`config.mk`:
```
export PLATFORM = sky130hd
export DESIGN_NAME = dmem_arbiter
export DESIGN_NICKNAME = d
export VERILOG_FILES = /design/src/rtl/dmem_arb_pkg.sv /design/src/rtl/dmem_arbiter_rr_pick.sv /design/src/rtl/dmem_arbiter.sv
export SDC_FILE = /design/constraint.sdc
export NUM_CORES = 1
export LEC_CHECK = 0
export CAP_MARGIN = 25
export CORE_ASPECT_RATIO = 0.8
export CORE_MARGIN = 4
export CORE_UTILIZATION = 37
export CTS_CLUSTER_DIAMETER = 120
export DETAILED_ROUTE_END_ITERATION = 8
export PLACE_DENSITY = 0.92
export SETUP_SLACK_MARGIN = 0.3
export SLEW_MARGIN = 20
export SYNTH_ARGS = -nofsm -noshare
export SYNTH_HDL_FRONTEND = slang
export SYNTH_SLANG_ARGS = --single-unit
```
`constraint.sdc`:
```
create_clock -name clk -period 1.9 [get_ports clk]
set_input_delay 0.19 -clock clk [delete_from_list [all_inputs] [get_ports clk]]
set_output_delay 0.19 -clock clk [all_outputs]
set_load 0.02 [all_outputs]
```
`src/rtl/dmem_arb_pkg.sv`:
```
// ---------------------------------------------------------------------------
// dmem_arb_pkg
// Shared types and constants for the data-memory arbiter.
//   arb_state_t : ownership state (IDLE, OWN0 = core, OWN1 = loader)
//   port_idx_t  : index of a requester port (0 = core, 1 = loader)
//   DEFAULT_*   : default address width, data width and lock-hold limit
// ---------------------------------------------------------------------------
package dmem_arb_pkg;

  localparam int DEFAULT_AW       = 8;
  localparam int DEFAULT_DW       = 8;
  localparam int DEFAULT_MAX_HOLD = 16;

  typedef enum logic [1:0] {
    IDLE = 2'd0,
    OWN0 = 2'd1,
    OWN1 = 2'd2
  } arb_state_t;

  typedef logic port_idx_t;

  // Ownership state that corresponds to a given port.
  function automatic arb_state_t own_state(input port_idx_t p);
    return p ? OWN1 : OWN0;
  endfunction

  // 16-bit increment that sticks at all-ones.
  function automatic logic [15:0] sat_inc16(input logic [15:0] v);
    return (v == 16'hFFFF) ? v : v + 16'd1;
  endfunction

endpackage

```
`src/rtl/dmem_arbiter_rr_pick.sv`:
```
// ---------------------------------------------------------------------------
// arb_rr_pick
// Combinational two-way round-robin picker.
//   req   : request vector, bit 0 = core, bit 1 = loader
//   last  : port that was served most recently
//   idx   : chosen port (valid only when 'valid' is high)
//   valid : at least one port is requesting
// A lone requester always wins; on a tie the port not served last wins.
// ---------------------------------------------------------------------------
module arb_rr_pick
  import dmem_arb_pkg::*;
(
  input  logic [1:0] req,
  input  port_idx_t  last,
  output port_idx_t  idx,
  output logic       valid
);

  always_comb begin
    valid = |req;
    idx   = 1'b0;
    if (req == 2'b11) begin
      idx = ~last;
    end else if (req[1]) begin
      idx = 1'b1;
    end
  end

endmodule

```
`src/rtl/dmem_arbiter.sv`:
```
// ---------------------------------------------------------------------------
// dmem_arbiter
// Two-port arbiter in front of a single-ported data memory with a
// combinational read path. One access per cycle, no bubbles.
//   clk, reset            : clock, synchronous active-high reset
//   req/lock/we/addr/wdata: per-port request (0 = core, 1 = loader)
//   gnt0/gnt1             : combinational grant, access happens this cycle
//   rdata/rvalid          : registered read data, rvalid pulses one cycle
//                           after a granted read
//   mem_*                 : data-memory bus, all zero when nothing is granted
// A port that asks for lock keeps ownership after its access; after MAX_HOLD
// consecutive grants to the owner while the other port waits, ownership is
// dropped so the waiting port wins the next arbitration.
// Optional: define DMEM_ARB_PERF_EN to add saturating 16-bit counters
// perf_gnt0, perf_gnt1 and perf_conflict (cycles with both requests high).
// ---------------------------------------------------------------------------
module dmem_arbiter
  import dmem_arb_pkg::*;
#(
  parameter int AW       = DEFAULT_AW,
  parameter int DW       = DEFAULT_DW,
  parameter int MAX_HOLD = DEFAULT_MAX_HOLD
) (
  input  logic          clk,
  input  logic          reset,
  input  logic          req0,
  input  logic          req1,
  input  logic          lock0,
  input  logic          lock1,
  input  logic          we0,
  input  logic          we1,
  input  logic [AW-1:0] addr0,
  input  logic [AW-1:0] addr1,
  input  logic [DW-1:0] wdata0,
  input  logic [DW-1:0] wdata1,
  output logic          gnt0,
  output logic          gnt1,
  output logic [DW-1:0] rdata0,
  output logic [DW-1:0] rdata1,
  output logic          rvalid0,
  output logic          rvalid1,
  output logic [AW-1:0] mem_addr,
  output logic          mem_read,
  output logic          mem_write,
  output logic [DW-1:0] mem_wdata,
  input  logic [DW-1:0] mem_rdata
`ifdef DMEM_ARB_PERF_EN
  ,
  output logic [15:0]   perf_gnt0,
  output logic [15:0]   perf_gnt1,
  output logic [15:0]   perf_conflict
`endif
);

  localparam logic [7:0] HOLD_MAX = 8'(MAX_HOLD);

  arb_state_t state;
  port_idx_t  last;
  logic [7:0] hold_cnt;

  port_idx_t  pick_idx;
  logic       pick_valid;
  port_idx_t  gnt_idx;
  logic       gnt_valid;
  logic       sel_lock;
  logic       sel_we;
  logic       other_req;
  logic [7:0] hold_next;

  arb_rr_pick u_pick (
    .req   ({req1, req0}),
    .last  (last),
    .idx   (pick_idx),
    .valid (pick_valid)
  );

  // The owner keeps the memory while it requests; otherwise fall back to
  // round-robin. Reset blocks every grant so no write leaks out.
  always_comb begin
    gnt_valid = 1'b0;
    gnt_idx   = 1'b0;
    if (!reset) begin
      if (state == OWN0 && req0) begin
        gnt_valid = 1'b1;
        gnt_idx   = 1'b0;
      end else if (state == OWN1 && req1) begin
        gnt_valid = 1'b1;
        gnt_idx   = 1'b1;
      end else begin
        gnt_valid = pick_valid;
        gnt_idx   = pick_idx;
      end
    end
  end

  assign gnt0 = gnt_valid && !gnt_idx;
  assign gnt1 = gnt_valid &&  gnt_idx;

  always_comb begin
    mem_addr  = '0;
    mem_wdata = '0;
    mem_write = 1'b0;
    mem_read  = 1'b0;
    sel_lock  = 1'b0;
    sel_we    = 1'b0;
    other_req = 1'b0;
    if (gnt_valid) begin
      mem_addr  = gnt_idx ? addr1  : addr0;
      mem_wdata = gnt_idx ? wdata1 : wdata0;
      sel_we    = gnt_idx ? we1    : we0;
      sel_lock  = gnt_idx ? lock1  : lock0;
      other_req = gnt_idx ? req0   : req1;
      mem_write = sel_we;
      mem_read  = !sel_we;
    end
  end

  // Consecutive-grant count including the current access: restarts at 1
  // when ownership moves, sticks at the hold limit otherwise.
  always_comb begin
    if (state == own_state(gnt_idx)) begin
      hold_next = (hold_cnt >= HOLD_MAX) ? HOLD_MAX : hold_cnt + 8'd1;
    end else begin
      hold_next = 8'd1;
    end
  end

  // Ownership FSM plus registered read returns. Reaching the hold limit
  // while the other port waits releases to IDLE; since 'last' then points
  // at the old owner, the waiting port wins the following tie.
  always_ff @(posedge clk) begin
    if (reset) begin
      state    <= IDLE;
      last     <= 1'b1;
      hold_cnt <= 8'd0;
      rvalid0  <= 1'b0;
      rvalid1  <= 1'b0;
      rdata0   <= '0;
      rdata1   <= '0;
    end else begin
      rvalid0 <= 1'b0;
      rvalid1 <= 1'b0;
      if (gnt_valid) begin
        last <= gnt_idx;
        if (sel_lock && !(hold_next >= HOLD_MAX && other_req)) begin
          state    <= own_state(gnt_idx);
          hold_cnt <= hold_next;
        end else begin
          state    <= IDLE;
          hold_cnt <= 8'd0;
        end
        if (!sel_we) begin
          if (gnt_idx) begin
            rdata1  <= mem_rdata;
            rvalid1 <= 1'b1;
          end else begin
            rdata0  <= mem_rdata;
            rvalid0 <= 1'b1;
          end
        end
      end
    end
  end

`ifdef DMEM_ARB_PERF_EN
  // Saturating activity counters for grants and contended cycles.
  always_ff @(posedge clk) begin
    if (reset) begin
      perf_gnt0     <= 16'd0;
      perf_gnt1     <= 16'd0;
      perf_conflict <= 16'd0;
    end else begin
      if (gnt0) perf_gnt0 <= sat_inc16(perf_gnt0);
      if (gnt1) perf_gnt1 <= sat_inc16(perf_gnt1);
      if (req0 && req1) perf_conflict <= sat_inc16(perf_conflict);
    end
  end
`else
  // No performance counters in this build.
`endif

endmodule

```
==> results of run 1 <==
worst reg2reg max path, stage by stage (launching register included):
cell	delay [ns]
dfxtp_4	0.39
and3b_2	0.25
a311oi_4	0.28
buf_6	0.19
buf_16	0.12
buf_4	0.11
mux2_4	0.29
nand4_1	0.08
a31oi_1	0.11
layout make-up:
class / count / area (um^2)
clock inverter: 1 / 30.0
timing repair buffer: 121 / 1300
multi-input combinational: 119 / 1020
sequential: 29 / 591
timing repair inverter: 1 / 16.3
fill: 133 / 378
clock buffer: 7 / 86.3
tap: 42 / 52.6
inverter: 6 / 40.0
cells by family after synthesis:
| family | after synthesis | share of synthesized area [%] |
|---|---|---|
| AOI/OAI and AO/OA | 51 | 27.9 |
| buffers and inverters | 16 | 5.12 |
| and+or+nand+nor | 64 | 22.1 |
| muxes | 1 | 0.809 |
| xor gates and xnor gates | 1 | 0.629 |
| adders and majority gates | 2 | 1.80 |
| DFF | 29 | 41.7 |
worst paths after layout:
check | to | startpoint
setup / recovery | mem_write | state[0]
hold / removal | rdata0[5] | rdata0[5]
setup reg to reg | hold_cnt[4] | state[1]
hold reg to reg | rdata0[5] | rdata0[5]
sequential cells by signal (all words and copies together), names as in the netlist:
| signal | count |
|---|---|
| hold_cnt | 8 |
| last | 1 |
| rdata0 | 8 |
| rdata1 | 8 |
| rvalid0 | 1 |
| rvalid1 | 1 |
| state | 2 |
where the power goes:
group | internal [mW] | leakage (nW) | switching (mW) | total [mW]
logic | 0.322 | 1.02 | 0.267 | 0.589
clock network | 0.427 | 0.0585 | 0.259 | 0.687
registers | 0.626 | 0.238 | 0.0172 | 0.643
what timing repair did:
item | CTS | global route
pin swaps | 8 | 33
resized for setup | 127 | 71
setup buffers | 4 | 5
setup endpoints to repair | 43 | 44
cloned | 3 | 3
hold buffers | 0 | 0
layout by cell type (no fill, tap or decap), drive strengths merged, types with 3 or more instances in the layout:
cell type,instances
buf,53
clkdlybuf4s50,62
and2,3
a21oi,17
nor2,4
inv,5
dfxtp,29
nand2,37
nand2b,8
clkbuf,10
a22o,18
synthesized netlist by cell type, types with 2 or more instances:
cell      count
a32oi_1       2
nand2b_1      8
clkbuf_1      5
nand4b_1      2
inv_1         4
and2_1        3
a22o_1       18
dfxtp_1      29
a311oi_1      2
a21oi_1      17
a31oi_1       2
buf_2         5
o21ai_1       2
nor2_1        4
nand2_1      37
ha_1          2
and3b_1       2
per-layer routing:
metal  share of wire (%)  up-vias
met5                   0        -
met1                  34      924
met2                  47      187
met4                 8.0        0
li1                    -      830
met3                  11       64
==> reports/qor.csv, run 1 <==
metric,value,unit
total core area,3520,um^2
Worst Hold Path Cells,2,
clk buf depth,2,
boundary pin count,86,
Ys Warns,0,
vias post-DR,2005,
post-layout util,89.3,%
vias in the first global route,1889,
CP Cell Sequence,"and3b_2, buf_6, buf_6, a211oi_4, a32oi_1, nor2_1, buf_4",
CP Buf/Inv Count,3,
largest net degree at the start of global routing,18,
Layout Area Growth over Synthesis,126,%
Leak Pwr,1.31,nW
status,"complete, but fails checks",
Avg Inst Size Synth,8.49,um^2
Area contributors post-synth,"dfxtp_1 42%, a22o_1 11%, nand2_1 10%",
Mapped Cells,164,
Avg WL per Cell,24.0,um
WP data arrival,1.85,ns
WP depth,7,
Pwr Density,611,nW/um^2
clk sinks,29,
max-cap violations,0,
Row Count,19,
initial antenna violation count,0,
DRT iter0 DRCs,199,
Hold WS,0.461,ns
Synth cell types,37,
Critical-path top delay cell,dfxtp_4,
met1 GRT Util,26.1,%
post-route setup slack,-0.136,ns
ys async rst share,0,%
Min-Delay Path Class,reg2reg,
Yosys top cell area share,41.7,%
sequential area share after synthesis,41.7,%
Clock Skew,0.00815,ns
Power Total,1.92,mW
CP most frequent cell,buf_6,
DRT Wirelength,7830,um
Post-synth top flop,dfxtp_1,
placer congestion estimate,0.859,
Worst Setup Path Type,reg2out,
Post-DP HPWL,3940,um
Slew Limit Fails,0,
"Max FO, Critical Path",5,
vias per inst,6.15,
# diodes,0,
dpl ws,-0.567,ns
unrepaired setup endpoints after global routing,yes,
period utilization,107,%
drt pass-1 iters,5,
Die ar.,4820,um^2
CP top delay family,simple AND/OR/NAND/NOR gates,
die width,76.6,um
htree depth,2,
biggest area consumer among synthesized cells,dfxtp_1,
failing checks,negative setup slack,
Worst Setup Start Kind,flip-flop,
#FFs+latches synth,29,
die span in y,62.9,um
Post-route DRC,0,
nets@finish,333,
Total GRT Usage,25.3,%
CTS tree,built,
global-route met2 utilization,44.0,%
# placed instances,303,
dpl cell area,2540,um^2
length in cells of the worst reg-to-reg path,8,
final instance area,3140,um^2
delay of the slowest critical-path stage,0.39,ns
first-pass GRT wire length,9480,um
busiest grt layer,met2,
I/O Buffers,85,
starting density of the core,39.6,%
share of layout cells above drive strength 1,41.2,%
Non-Filler Instances,326,
"Cell Area, Synth",1390,um^2
TNS Setup,-1.15,ns
Worst-Margin Slew,0.435,ns
clock insertion delay at the later pin of the skew report,0.29,ns
Max VDD drop,0.380,mV
CTS root buf,clkbuf_8,
Max-Slew Margin vs Limit,71.0,%
Critical Path End Type,output port,
met3 Usage GRT,8.07,%
"Clk pin slew, worst setup/hold paths",0.06,ns
"Hold Vio Cnt, Final",0,
R2R Setup Slk,-0.03,ns
Final setup viols,19,
fmax,0.491,GHz
post-synth net total,214,
grt total ovfl,0,
min cycle time layout,2.04,ns
Post-DRT Antenna Nets,0,
number of synthesized flops with an enable pin,0,
Worst Path Required,1.71,ns
CTS Buf Count,5,
(Power assumes the default switching activity.)
==> run 2: changes to the inputs <==
--- a/config.mk
+++ b/config.mk
@@ -8,10 +8,10 @@
 export CAP_MARGIN = 25
 export CORE_ASPECT_RATIO = 0.8
 export CORE_MARGIN = 4
-export CORE_UTILIZATION = 37
+export CORE_UTILIZATION = 30
 export CTS_CLUSTER_DIAMETER = 120
 export DETAILED_ROUTE_END_ITERATION = 8
-export PLACE_DENSITY = 0.92
+export PLACE_DENSITY = 0.79
 export SETUP_SLACK_MARGIN = 0.3
 export SLEW_MARGIN = 20
 export SYNTH_ARGS = -nofsm -noshare
==> reports/qor.csv, run 2 (synthesis results as in run 1) <==
metric,value,unit,change
status,"complete, but fails checks",,unchanged
failing checks,negative setup slack,,unchanged
r2r startpoint,state[1],,unchanged
Die ar.,5800,um^2,was 4820 um^2
global-route met2 utilization,30.3,%,was 44.0%
die span in y,68.9,um,was 62.9 um
starting density of the core,32.1,%,was 39.6%
CTS Buf Count,5,,unchanged
nets@finish,322,,was 333
switch share,29.2,%,was 28.3%
grt total ovfl,0,,unchanged
vias in the first global route,1661,,was 1889
met3 Usage GRT,5.46,%,was 8.07%
# placed instances,318,,was 303
total core area,4340,um^2,was 3520 um^2
Max VDD drop,0.347,mV,was 0.380 mV
Non-Filler Instances,330,,was 326
boundary pin count,86,,unchanged
Avg WL per Cell,15.6,um,was 24.0 um
WP data arrival,1.75,ns,was 1.85 ns
die width,84.2,um,was 76.6 um
Slew Limit Fails,0,,unchanged
largest net degree at the start of global routing,25,,was 18
Worst Path Required,1.71,ns,about the same
Post-DRT Antenna Nets,0,,unchanged
max-cap violations,0,,unchanged
"most common cell after layout, fill and taps aside",clkdlybuf4s50_1,,unchanged
Leak Pwr,1.14,nW,was 1.31 nW
Worst Setup Path Type,reg2out,,unchanged
Switch Pwr,0.472,mW,was 0.543 mW
Post-DP HPWL,3620,um,was 3940 um
htree depth,2,,unchanged
Hold WS,0.454,ns,was 0.461 ns
Min-Delay Path Class,reg2reg,,unchanged
Power Total,1.62,mW,was 1.92 mW
Row Count,21,,was 19
R2R Setup Slk,0.07,ns,was -0.03 ns
Pwr Density,576,nW/um^2,was 611 nW/um^2
Max-Slew Margin vs Limit,71.6,%,was 71.0%
TNS Setup,-0.457,ns,was -1.15 ns
Layout Area Growth over Synthesis,102,%,was 126%
met1 GRT Util,19.9,%,was 26.1%
"commonest cells after routing, fill and taps aside","63 x clkdlybuf4s50_1, 31 x nand2_1, 28 x buf_4",,"was 62 x clkdlybuf4s50_1, 31 x buf_6, 29 x nand2_1"
vias per inst,5.05,,was 6.15
busiest grt layer,met2,,unchanged
# diodes,0,,unchanged
placer congestion estimate,0.820,,was 0.859
combinational fraction of design power,29.4,%,was 30.7%
first-pass GRT wire length,7710,um,was 9480 um
"Max FO, Critical Path",9,,was 5
I/O Buffers,85,,unchanged
post-route setup slack,-0.0362,ns,was -0.136 ns
CTS root buf,clkbuf_8,,unchanged
drt pass-1 iters,4,,was 5
min cycle time layout,1.94,ns,was 2.04 ns
Sequential Power Share,39.6,%,was 33.5%
period utilization,102,%,was 107%
share of layout cells above drive strength 1,34.4,%,was 41.2%
length in cells of the worst reg-to-reg path,7,,was 8
Worst-Margin Slew,0.425,ns,was 0.435 ns
clk sinks,29,,unchanged
Clock Skew,0.00796,ns,was 0.00815 ns
"Clk pin slew, worst setup/hold paths",0.07,ns,was 0.06 ns
clock share of power,31.0,%,was 35.8%
Final setup viols,17,,was 19
Internal Pwr Total,1.15,mW,was 1.38 mW
CTS tree,built,,unchanged
clock insertion delay at the later pin of the skew report,0.29,ns,about the same
"Hold Vio Cnt, Final",0,,unchanged
vias post-DR,1668,,was 2005
Critical Path End Type,output port,,unchanged
fmax,0.516,GHz,was 0.491 GHz
DRT Wirelength,5140,um,was 7830 um
clk buf depth,2,,unchanged
unrepaired setup endpoints after global routing,yes,,unchanged
Worst Setup Start Kind,flip-flop,,unchanged
initial antenna violation count,0,,unchanged
Post-route DRC,0,,unchanged
RR Endpoint,hold_cnt[4],,unchanged
Total GRT Usage,17.0,%,was 25.3%
largest registers,"hold_cnt: 8 flops, rdata0: 8 flops, rdata1: 8 flops",,unchanged
Hold Buf Count CTS,0,,unchanged
WHS Endpoint,rdata0[3],,was rdata0[5]
hold wc startpoint,rdata0[3],,was rdata0[5]
DRT iter0 DRCs,73,,was 199
Worst Hold Path Cells,2,,unchanged
==> run 2: stage by stage <==
stage	instance area, um^2	setup WS (ns)	utilization, %
6_report	2810	-0.0362	64.7
2_1_floorplan	1510	0.285	-
5_1_grt	2810	-0.0997	64.7
3_5_place_dp	2560	-0.524	59.0
4_1_cts	2710	-0.0173	62.5
3_3_place_gp	2560	-0.490	59.0
==> run 2: critical path, cell delays in order (launching register included) <==
cell	delay [ns]
dfxtp_4	0.38
and3b_2	0.24
a311oi_4	0.24
buf_4	0.19
buf_16	0.13
a22o_4	0.12
buf_2	0.15
==> run 2: worst max-delay path by stage <==
stage              from            to  slack, ns  cells past startpoint
6_report       state[1]   mem_addr[2]      -0.04                      6
5_1_grt        state[1]   mem_addr[7]       -0.1                      6
4_1_cts        state[1]   mem_addr[7]      -0.02                      5
3_5_place_dp       req1   mem_addr[7]      -0.52                      6
3_3_place_gp       req0  mem_wdata[7]      -0.49                      6
2_1_floorplan      last      mem_read       0.28                      5
==> run 2: what timing repair did <==
| action | in CTS | in global routing |
|---|---|---|
| resized for setup | 115 | 24 |
| setup endpoints to repair | 47 | 44 |
| buffers inserted | 2 | 0 |
| gates cloned | 1 | 1 |
| pin swaps | 10 | 3 |
==> run 2: layer usage <==
metal  part of all wire, %  vias up
li1                      -      809
met2                    49       77
met5                     0        -
met3                   7.7       13
met4                   2.4        0
met1                    41      769
==> run 2: final cells by class <==
cell class | count | area [um^2]
inverters | 6 | 37.5
multi-input cells | 119 | 957
flip-flops and latches | 29 | 592
well taps | 57 | 71.3
clock buffers | 5 | 68.8
clock inverters | 3 | 17.5
repair buffers | 111 | 1060
fillers | 350 | 1530
==> run 2: power groups by stage <==
stage	Sequential [mW]	Combinational [mW]	Clock (mW)
3_5_place_dp	0.653	0.439	0
6_report	0.640	0.476	0.502
5_1_grt	0.642	0.505	0.550
2_1_floorplan	0.666	0.178	0
3_3_place_gp	0.652	0.434	0
4_1_cts	0.640	0.449	0.512
==> run 3: changes to the inputs <==
--- a/config.mk
+++ b/config.mk
@@ -6,13 +6,13 @@
 export NUM_CORES = 1
 export LEC_CHECK = 0
 export CAP_MARGIN = 25
-export CORE_ASPECT_RATIO = 0.8
+export CORE_ASPECT_RATIO = 1.1
 export CORE_MARGIN = 4
 export CORE_UTILIZATION = 30
 export CTS_CLUSTER_DIAMETER = 120
 export DETAILED_ROUTE_END_ITERATION = 8
 export PLACE_DENSITY = 0.79
-export SETUP_SLACK_MARGIN = 0.3
+export SETUP_SLACK_MARGIN = 0.2
 export SLEW_MARGIN = 20
 export SYNTH_ARGS = -nofsm -noshare
 export SYNTH_HDL_FRONTEND = slang
==> reports/qor.csv, run 3 (synthesis results as in run 1) <==
metric,value,unit,change
status,"complete, but fails checks",,unchanged
failing checks,negative setup slack,,unchanged
I/O Buffers,85,,unchanged
Worst Path Required,1.71,ns,about the same
Post-DRT Antenna Nets,0,,unchanged
Worst Setup Start Kind,flip-flop,,unchanged
dpl cell area,2430,um^2,was 2560 um^2
WHS Endpoint,hold_cnt[7],,was rdata0[3]
CP top delay family,compound AO/OA/AOI/OAI gates,,was buffers and inverters
met1 GRT Util,20.5,%,was 19.9%
clk buf depth,2,,unchanged
Pwr Density,536,nW/um^2,was 576 nW/um^2
Post-route DRC,0,,unchanged
total core area,4380,um^2,was 4340 um^2
vias post-DR,1769,,was 1668
max-cap violations,0,,unchanged
vias in the first global route,1685,,was 1661
clk sinks,29,,unchanged
vias per inst,5.17,,was 5.05
dpl ws,-0.530,ns,was -0.524 ns
length in cells of the worst reg-to-reg path,7,,unchanged
CTS Buf Count,5,,unchanged
Total GRT Usage,17.5,%,was 17.0%
hold wc startpoint,hold_cnt[7],,was rdata0[3]
Leak Pwr,1.32,nW,was 1.14 nW
period utilization,103,%,was 102%
Power Total,1.71,mW,was 1.62 mW
busiest grt layer,met2,,unchanged
CP most frequent cell,buf_6,,
post-layout util,72.8,%,was 64.7%
Hold WS,0.459,ns,was 0.454 ns
starting density of the core,31.8,%,was 32.1%
fmax,0.510,GHz,was 0.516 GHz
Min-Delay Path Class,reg2reg,,unchanged
Worst Setup Path Type,reg2out,,unchanged
drt pass-1 iters,4,,unchanged
Avg WL per Cell,18.8,um,was 15.6 um
"Max FO, Critical Path",8,,was 9
Hold Buf Count CTS,0,,unchanged
min cycle time layout,1.96,ns,was 1.94 ns
Clock Skew,0.0117,ns,was 0.00796 ns
CP Cell Sequence,"and3b_2, a311oi_4, buf_6, a22o_1, buf_6",,"was and3b_2, a311oi_4, buf_4, buf_16, a22o_4, buf_2"
# diodes,0,,unchanged
DRT Wirelength,6440,um,was 5140 um
Non-Filler Instances,342,,was 330
Post-DP HPWL,3460,um,was 3620 um
r2r startpoint,state[0],,was state[1]
htree depth,2,,unchanged
CTS root buf,clkbuf_8,,unchanged
Worst-Margin Slew,0.577,ns,was 0.425 ns
CP Buf/Inv Count,2,,was 3
TNS Setup,-0.422,ns,was -0.457 ns
grt total ovfl,0,,unchanged
delay of the slowest critical-path stage,0.38,ns,about the same
initial antenna violation count,0,,unchanged
Die ar.,5800,um^2,about the same
"Clk pin slew, worst setup/hold paths",0.05,ns,was 0.07 ns
share of layout cells above drive strength 1,45.5,%,was 34.4%
"most common cell after layout, fill and taps aside",clkdlybuf4s50_1,,unchanged
Max-Slew Margin vs Limit,61.4,%,was 71.6%
global-route met2 utilization,32.0,%,was 30.3%
Critical Path End Type,output port,,unchanged
post-route setup slack,-0.0595,ns,was -0.0362 ns
largest registers,"hold_cnt: 8 flops, rdata0: 8 flops, rdata1: 8 flops",,unchanged
largest net degree at the start of global routing,14,,was 25
Layout Area Growth over Synthesis,129,%,was 102%
R2R Setup Slk,0,ns,was 0.07 ns
first-pass GRT wire length,7970,um,was 7710 um
boundary pin count,86,,unchanged
die span in y,79.5,um,was 68.9 um
Final setup viols,19,,was 17
Row Count,25,,was 21
RR Endpoint,hold_cnt[1],,was hold_cnt[4]
WP data arrival,1.77,ns,was 1.75 ns
met3 Usage GRT,4.41,%,was 5.46%
final instance area,3190,um^2,was 2810 um^2
DRT iter0 DRCs,61,,was 73
Slew Limit Fails,0,,unchanged
clock insertion delay at the later pin of the skew report,0.29,ns,about the same
Critical-path top delay cell,dfxtp_4,,unchanged
placer congestion estimate,0.817,,was 0.820
Max VDD drop,0.343,mV,was 0.347 mV
die width,73.0,um,was 84.2 um
"Hold Vio Cnt, Final",0,,unchanged
unrepaired setup endpoints after global routing,yes,,unchanged
# placed instances,314,,was 318
nets@finish,337,,was 322
Worst Hold Path Cells,1,,was 2
"commonest cells after routing, fill and taps aside","62 x clkdlybuf4s50_1, 31 x buf_6, 27 x dfxtp_1",,"was 63 x clkdlybuf4s50_1, 31 x nand2_1, 28 x buf_4"
CTS tree,built,,unchanged
==> run 3: cell types whose count changed in the layout (fill, tap and decap cells not counted), moves of 2 or more <==
cell	before	now
a21oi_1	17	1
a21oi_2	0	16
a22o_1	9	18
a22o_4	9	0
buf_12	1	3
buf_2	6	0
buf_4	28	22
buf_6	9	31
dfxtp_1	24	27
dfxtp_2	3	0
nand2_1	31	16
nand2_4	0	16
==> run 3: power breakdown <==
part           switching [mW]  internal (mW)  total [mW]
clock network           0.243          0.253       0.496
logic                   0.253          0.318       0.571
registers              0.0183          0.626       0.644
==> run 3: how the worst max path moves through the flow <==
stage / cells past startpoint / from / endpoint
final: 5 / state[1] / mem_wdata[3]
after global routing: 5 / state[1] / mem_wdata[3]
after CTS: 5 / state[1] / mem_addr[4]
after detailed placement: 6 / req1 / mem_wdata[0]
after global placement: 6 / req0 / mem_addr[5]
after floorplan: 5 / state[1] / mem_addr[0]
==> run 3: repair_timing <==
action | 4_1_cts | 5_1_grt
endpoints found under the setup margin | 37 | 43
gates cloned | 5 | 2
pin swaps | 15 | 40
buffers inserted | 2 | 11
resized for setup | 146 | 91
==> run 3: layer usage <==
metal / share of wire (%) / routed length (um)
met3: 6.1 / 394
met2: 56 / 3620
met5: 0 / 0
met4: 3.2 / 208
met1: 34 / 2220
==> run 3: area by class of cell <==
| type | count | area (um^2) |
|---|---|---|
| Inverter | 6 | 47.5 |
| Clock buffer | 6 | 72.6 |
| Tap cell | 54 | 67.6 |
| Clock inverter | 2 | 10.0 |
| Sequential cell | 29 | 588 |
| Fill cell | 294 | 1190 |
| Timing Repair Buffer | 124 | 1300 |
| Timing Repair inverter | 2 | 20.0 |
| Multi-Input combinational cell | 119 | 1090 |
